**config.mk**
```make
export PLATFORM = sky130hd
export DESIGN_NAME = pipeline_stall_ctrl
export DESIGN_NICKNAME = d
export VERILOG_FILES = /design/src/rtl/pipeline_stall_ctrl_pkg.sv /design/src/rtl/sat_counter.sv /design/src/rtl/pipeline_stall_ctrl.sv
export SDC_FILE = /design/constraint.sdc
export NUM_CORES = 1
export LEC_CHECK = 0
export CORE_MARGIN = 3
export CORE_UTILIZATION = 33
export DETAILED_ROUTE_END_ITERATION = 10
export PLACE_DENSITY = 0.82
export SLEW_MARGIN = 15
export SYNTH_ARGS = -nofsm -noshare
export SYNTH_HDL_FRONTEND = slang
export SYNTH_SLANG_ARGS = --single-unit
```
**constraint.sdc**
```tcl
create_clock -name clk -period 1.9 [get_ports clk]
set_input_delay 0.38 -clock clk [delete_from_list [all_inputs] [get_ports clk]]
set_output_delay 0.38 -clock clk [all_outputs]
set_load 0.05 [all_outputs]
```
**src/rtl/pipeline_stall_ctrl_pkg.sv**
```systemverilog
// Shared types for the pipeline stall/flush sequencer: FSM state encoding,
// wait-counter width and the freeze/flush priority resolver.
package pipeline_stall_ctrl_pkg;

    localparam int STALL_WAIT_CNT_LEN = 8;

    typedef enum logic [1:0] {
        STALL_ST_RUN      = 2'd0,
        STALL_ST_MEM_WAIT = 2'd1,
        STALL_ST_ERROR    = 2'd2
    } stall_state_e;

    typedef struct packed {
        logic pc_freeze;
        logic if_id_freeze;
        logic if_id_flush;
        logic id_exe_flush;
        logic back_freeze;
    } stall_ctrl_t;

    localparam int CNT_HAZARD = 0;
    localparam int CNT_MEM    = 1;
    localparam int CNT_FLUSH  = 2;
    localparam int NUM_CNT    = 3;

    // Memory stall beats branch flush, which beats the load-use hazard stall.
    function automatic stall_ctrl_t resolve_ctrl(input logic frz,
                                                 input logic branch,
                                                 input logic hazard);
        stall_ctrl_t c;
        c             = '0;
        c.back_freeze = frz;
        if (frz) begin
            c.pc_freeze    = 1'b1;
            c.if_id_freeze = 1'b1;
        end else if (branch) begin
            c.if_id_flush  = 1'b1;
            c.id_exe_flush = 1'b1;
        end else if (hazard) begin
            c.pc_freeze    = 1'b1;
            c.if_id_freeze = 1'b1;
            c.id_exe_flush = 1'b1;
        end
        return c;
    endfunction

endpackage

```
**src/rtl/sat_counter.sv**
```systemverilog
// Saturating up-counter: holds at all-ones instead of wrapping.
module sat_counter #(
    parameter int WIDTH = 32
) (
    input  logic             clk,
    input  logic             rst,
    input  logic             inc,
    output logic [WIDTH-1:0] count
);

    logic [WIDTH-1:0] count_q;
    logic [WIDTH-1:0] count_d;

    always_comb begin
        count_d = count_q;
        if (inc && (count_q != {WIDTH{1'b1}})) begin
            count_d = count_q + 1'b1;
        end
    end

    always_ff @(posedge clk or posedge rst) begin
        if (rst) begin
            count_q <= '0;
        end else begin
            count_q <= count_d;
        end
    end

    assign count = count_q;

endmodule

```
**src/rtl/pipeline_stall_ctrl.sv**
```systemverilog
// Central stall/flush sequencer: memory-wait FSM with watchdog plus freeze/flush
// priority. Stall performance counters are built only when PERF_CNT_EN is defined.
module pipeline_stall_ctrl
    import pipeline_stall_ctrl_pkg::*;
#(
    parameter int MEM_TIMEOUT = 255,
    parameter int CNT_W       = 32
) (
    input  logic             clk,
    input  logic             rst,
    input  logic             hazard_detected,
    input  logic             branch_taken,
    input  logic             mem_req,
    input  logic             mem_ready,
    output logic             mem_start,
    output logic             pc_freeze,
    output logic             if_id_freeze,
    output logic             if_id_flush,
    output logic             id_exe_flush,
    output logic             back_freeze,
    output logic             mem_error,
    output logic [CNT_W-1:0] hazard_stall_cnt,
    output logic [CNT_W-1:0] mem_stall_cnt,
    output logic [CNT_W-1:0] flush_cnt
);

    localparam logic [STALL_WAIT_CNT_LEN-1:0] WAIT_LIMIT =
        STALL_WAIT_CNT_LEN'(MEM_TIMEOUT - 1);

    stall_state_e                  state_q, state_d;
    logic [STALL_WAIT_CNT_LEN-1:0] wait_cnt_q, wait_cnt_d;
    logic                          mem_error_q, mem_error_d;
    logic                          frz;
    logic                          mem_req_v;
    stall_ctrl_t                   ctrl;

    // A request held across reset must not launch an access until reset is released.
    assign mem_req_v = mem_req & ~rst;

    always_comb begin
        state_d     = state_q;
        wait_cnt_d  = wait_cnt_q;
        mem_error_d = mem_error_q;
        mem_start   = 1'b0;
        frz         = 1'b0;
        unique case (state_q)
            STALL_ST_RUN: begin
                if (mem_req_v) begin
                    mem_start = 1'b1;
                    if (!mem_ready) begin
                        frz        = 1'b1;
                        state_d    = STALL_ST_MEM_WAIT;
                        wait_cnt_d = '0;
                    end
                end
            end
            STALL_ST_MEM_WAIT: begin
                if (mem_ready) begin
                    state_d    = STALL_ST_RUN;
                    wait_cnt_d = '0;
                end else begin
                    frz = 1'b1;
                    if (wait_cnt_q == WAIT_LIMIT) begin
                        state_d     = STALL_ST_ERROR;
                        wait_cnt_d  = '0;
                        mem_error_d = 1'b1;
                    end else begin
                        wait_cnt_d = wait_cnt_q + 1'b1;
                    end
                end
            end
            STALL_ST_ERROR: begin
                frz         = 1'b1;
                mem_error_d = 1'b1;
            end
            default: begin
                state_d    = STALL_ST_RUN;
                wait_cnt_d = '0;
            end
        endcase
    end

    always_ff @(posedge clk or posedge rst) begin
        if (rst) begin
            state_q     <= STALL_ST_RUN;
            wait_cnt_q  <= '0;
            mem_error_q <= 1'b0;
        end else begin
            state_q     <= state_d;
            wait_cnt_q  <= wait_cnt_d;
            mem_error_q <= mem_error_d;
        end
    end

    assign ctrl         = resolve_ctrl(frz, branch_taken, hazard_detected);
    assign pc_freeze    = ctrl.pc_freeze;
    assign if_id_freeze = ctrl.if_id_freeze;
    assign if_id_flush  = ctrl.if_id_flush;
    assign id_exe_flush = ctrl.id_exe_flush;
    assign back_freeze  = ctrl.back_freeze;
    assign mem_error    = mem_error_q;

`ifdef PERF_CNT_EN
    logic [NUM_CNT-1:0] cnt_inc;
    logic [CNT_W-1:0]   cnt_val [NUM_CNT];

    // A hazard stall is the only case that freezes PC while inserting a bubble.
    assign cnt_inc[CNT_HAZARD] = ctrl.pc_freeze & ctrl.id_exe_flush;
    assign cnt_inc[CNT_MEM]    = ctrl.back_freeze;
    assign cnt_inc[CNT_FLUSH]  = ctrl.if_id_flush;

    genvar gi;
    for (gi = 0; gi < NUM_CNT; gi++) begin : g_cnt
        sat_counter #(
            .WIDTH(CNT_W)
        ) u_cnt (
            .clk  (clk),
            .rst  (rst),
            .inc  (cnt_inc[gi]),
            .count(cnt_val[gi])
        );
    end

    assign hazard_stall_cnt = cnt_val[CNT_HAZARD];
    assign mem_stall_cnt    = cnt_val[CNT_MEM];
    assign flush_cnt        = cnt_val[CNT_FLUSH];
`else
    assign hazard_stall_cnt = '0;
    assign mem_stall_cnt    = '0;
    assign flush_cnt        = '0;
`endif

endmodule

```
==> results.sh <==
export IMPL_cp_max_fo=4
export IMPL_total_leakage_power_nw=0.7395
export IMPL_met2_usage=0.1186
export IMPL_clk_pin_slew_worst_paths_ns=0.05
export IMPL_finalClockSkew_ns=0.001999
export IMPL_avgSynthCellArea_um2=8.360
export IMPL_status="finished clean"
export IMPL_endpoint_kind="primary output"
export IMPL_drive_above_1_share=0.1436
export IMPL_dp_cells=225
export IMPL_fin_area_mm2=0.001303
export IMPL_setup_tns_ns=0
export IMPL_gp_congestion=0.7903
export IMPL_ioPinCount=109
export IMPL_finalHoldViolCount=0
export IMPL_holdBufCountCts=0
export IMPL_fill_cells=405
export IMPL_grt_max_degree=12
export IMPL_start_util=0.3547
export IMPL_ys_ff_latch=11
export IMPL_hp_class="in -> async"
export IMPL_seq_area_frac_synth=0.2058
export IMPL_grt_pass1_vias=613
export IMPL_period_share=0.9676
export IMPL_synthFlopType="dfrtp_1"
export IMPL_crit_type="in -> out"
export IMPL_drt_iter0_drc=77
export IMPL_cts_root_buf="clkbuf_8"
export IMPL_diodes=0
export IMPL_cp_data_required_time_ns=1.52
export IMPL_irDropWorstVdd_v=0.0002584
export IMPL_fp_row_count=22
export IMPL_drcViolationCount=0
export IMPL_dr_pass1_iters=4
export IMPL_async_flop_share=1.000
export IMPL_numCtsBuffers=3
export IMPL_grt_overflow=0
export IMPL_max_slew_margin=0.6648
export IMPL_clock_sinks=11
export IMPL_place_area_mm2=0.001230
export IMPL_final_common_cell="conb_1"
export IMPL_grt_use_met1=0.07699
export IMPL_wl_um=1881
export IMPL_maxCapViolations=0
export IMPL_netlist_instances=160
export IMPL_clkLatencyLatePin_ns=0.23
export IMPL_vias_per_cell=3.467
export IMPL_cts_path_max_buffers=2
export IMPL_final_cells=229
export IMPL_worst_slew_pin_slew_ns=0.5012
export IMPL_cts_tree="done"
export IMPL_power_density_mw_per_mm2=845.8
export IMPL_crit_path_start_kind="input pin"
export IMPL_antenna_found_initial=0
export IMPL_yosys_warnings=0
export IMPL_io_buffers=12
export IMPL_htreeDepth=1
export IMPL_syn_area_mm2=0.001338
export IMPL_die_height_um=69.67
export IMPL_cts_setup_buffers=0
export IMPL_grt_busiest_layer="met2"
export IMPL_grt_pass1_wl_um=2773
export IMPL_postRouteAntennaNets=0
export IMPL_vias=794
export IMPL_crit_arrival_ns=1.46
export IMPL_track_usage=0.06803
export IMPL_synth_edf_count=0
export IMPL_layout_common_cells="96 x conb_1, 11 x dfrtp_1, 11 x buf_4"
export IMPL_use_met3=0.03188
export IMPL_max_freq_mhz=543.9
export IMPL_fp_dieW_um=69.67
export IMPL_dieArea_mm2=0.004853
export IMPL_design_core_area_mm2=0.003771
export IMPL_post_drt_wl_per_cell_um=8.214
export IMPL_slew_violations=0
export IMPL_dp_hpwl_um=1614
export IMPL_syn_to_final_growth_pct=-2.619
export IMPL_layout_nets=190
export IMPL_finalCriticalPeriod_ns=1.839
export IMPL_yosysUniqueCellTypes=29
export IMPL_setup_violations=0
==> layer usage <==
| metal | wire (um) | vias up |
|---|---|---|
| met3 | 319 | 2 |
| met5 | 0 | - |
| met2 | 982 | 76 |
| met4 | 2 | 0 |
| li1 | - | 364 |
| met1 | 576 | 352 |
==> where the power goes <==
part           internal [mW]  leakage [nW]  total, mW  switching (mW)
sequential             0.251         0.147      0.270          0.0193
clock                  0.147        0.0228      0.228          0.0809
combinational         0.0828         0.570      0.604           0.521
==> cell families after synthesis <==
logic type      share of synthesized area
xor+xnor                          0.03274
compound gates                    0.07579
buf+inv                            0.5613
simple gates                       0.1029
other cells                      0.002804
fa+ha+maj                         0.01871
flops                              0.2058
==> critical path: stages <==
cell,delay (ns)
clkdlybuf4s50_1,0.49
nor2_2,0.06
a2bb2oi_4,0.19
o21a_1,0.19
buf_12,0.14
==> synthesized netlist by cell type, types with 2 or more instances <==
library cell / count / area (um^2)
buf_4: 97 / 728.2
dfrtp_1: 11 / 275.3
nor2_1: 6 / 22.52
o21ai_0: 6 / 30.03
inv_1: 5 / 18.77
xor2_1: 5 / 43.79
nand2_1: 3 / 11.26
and3_1: 2 / 12.51
ha_1: 2 / 25.02
nand2b_1: 2 / 12.51
nand3_1: 2 / 10.01
o2111ai_1: 2 / 17.52
==> stage by stage <==
| step | setup slack, ns | util | power, mW | hold slack (ns) |
|---|---|---|---|---|
| floorplan | -0.1369 | - | 0.9376 | 0.2324 |
| global placement | -0.1355 | 0.3261 | 0.8578 | 0.4594 |
| detailed placement | -0.1695 | 0.3261 | 0.8639 | 0.4539 |
| CTS | 0.04073 | 0.3417 | 1.103 | 0.4452 |
| global route | -0.001115 | 0.3454 | 1.158 | 0.4790 |
| finish | 0.06149 | 0.3454 | 1.102 | 0.4202 |
==> final timing paths <==
kind                            start  cells past startpoint            end  slack (ns)
setup / recovery            mem_ready                      5   id_exe_flush        0.06
hold / removal                    rst                      3     state_q[0]        0.42
setup reg to reg           state_q[1]                      4  wait_cnt_q[4]        0.48
hold reg to reg             mem_error                      1      mem_error        0.46
max in group asynchronous         rst                      3     state_q[1]        1.19
min in group clk            mem_error                      1      mem_error        0.46
==> what timing repair did <==
item	4_1_cts	5_1_grt
pin swaps	1	1
setup endpoints to repair	5	4
resized for setup	5	2
==> flip-flops by register name, summed over array words and instances (netlist names) <==
register    cells
wait_cnt_q      8
mem_error       1
state_q         2
==> cell type report <==
| cell class | count | area [um^2] | share of cell area |
|---|---|---|---|
| Tap cell | 48 | 60.06 | 0.04611 |
| Inverter | 5 | 18.77 | 0.01441 |
| Timing Repair Buffer | 20 | 200.2 | 0.1537 |
| Multi-Input combinational cell | 141 | 703.2 | 0.5399 |
| Sequential cell | 11 | 275.3 | 0.2113 |
| Clock buffer | 4 | 45.04 | 0.03458 |
No activity file was read; power rests on OpenSTA's default activity.
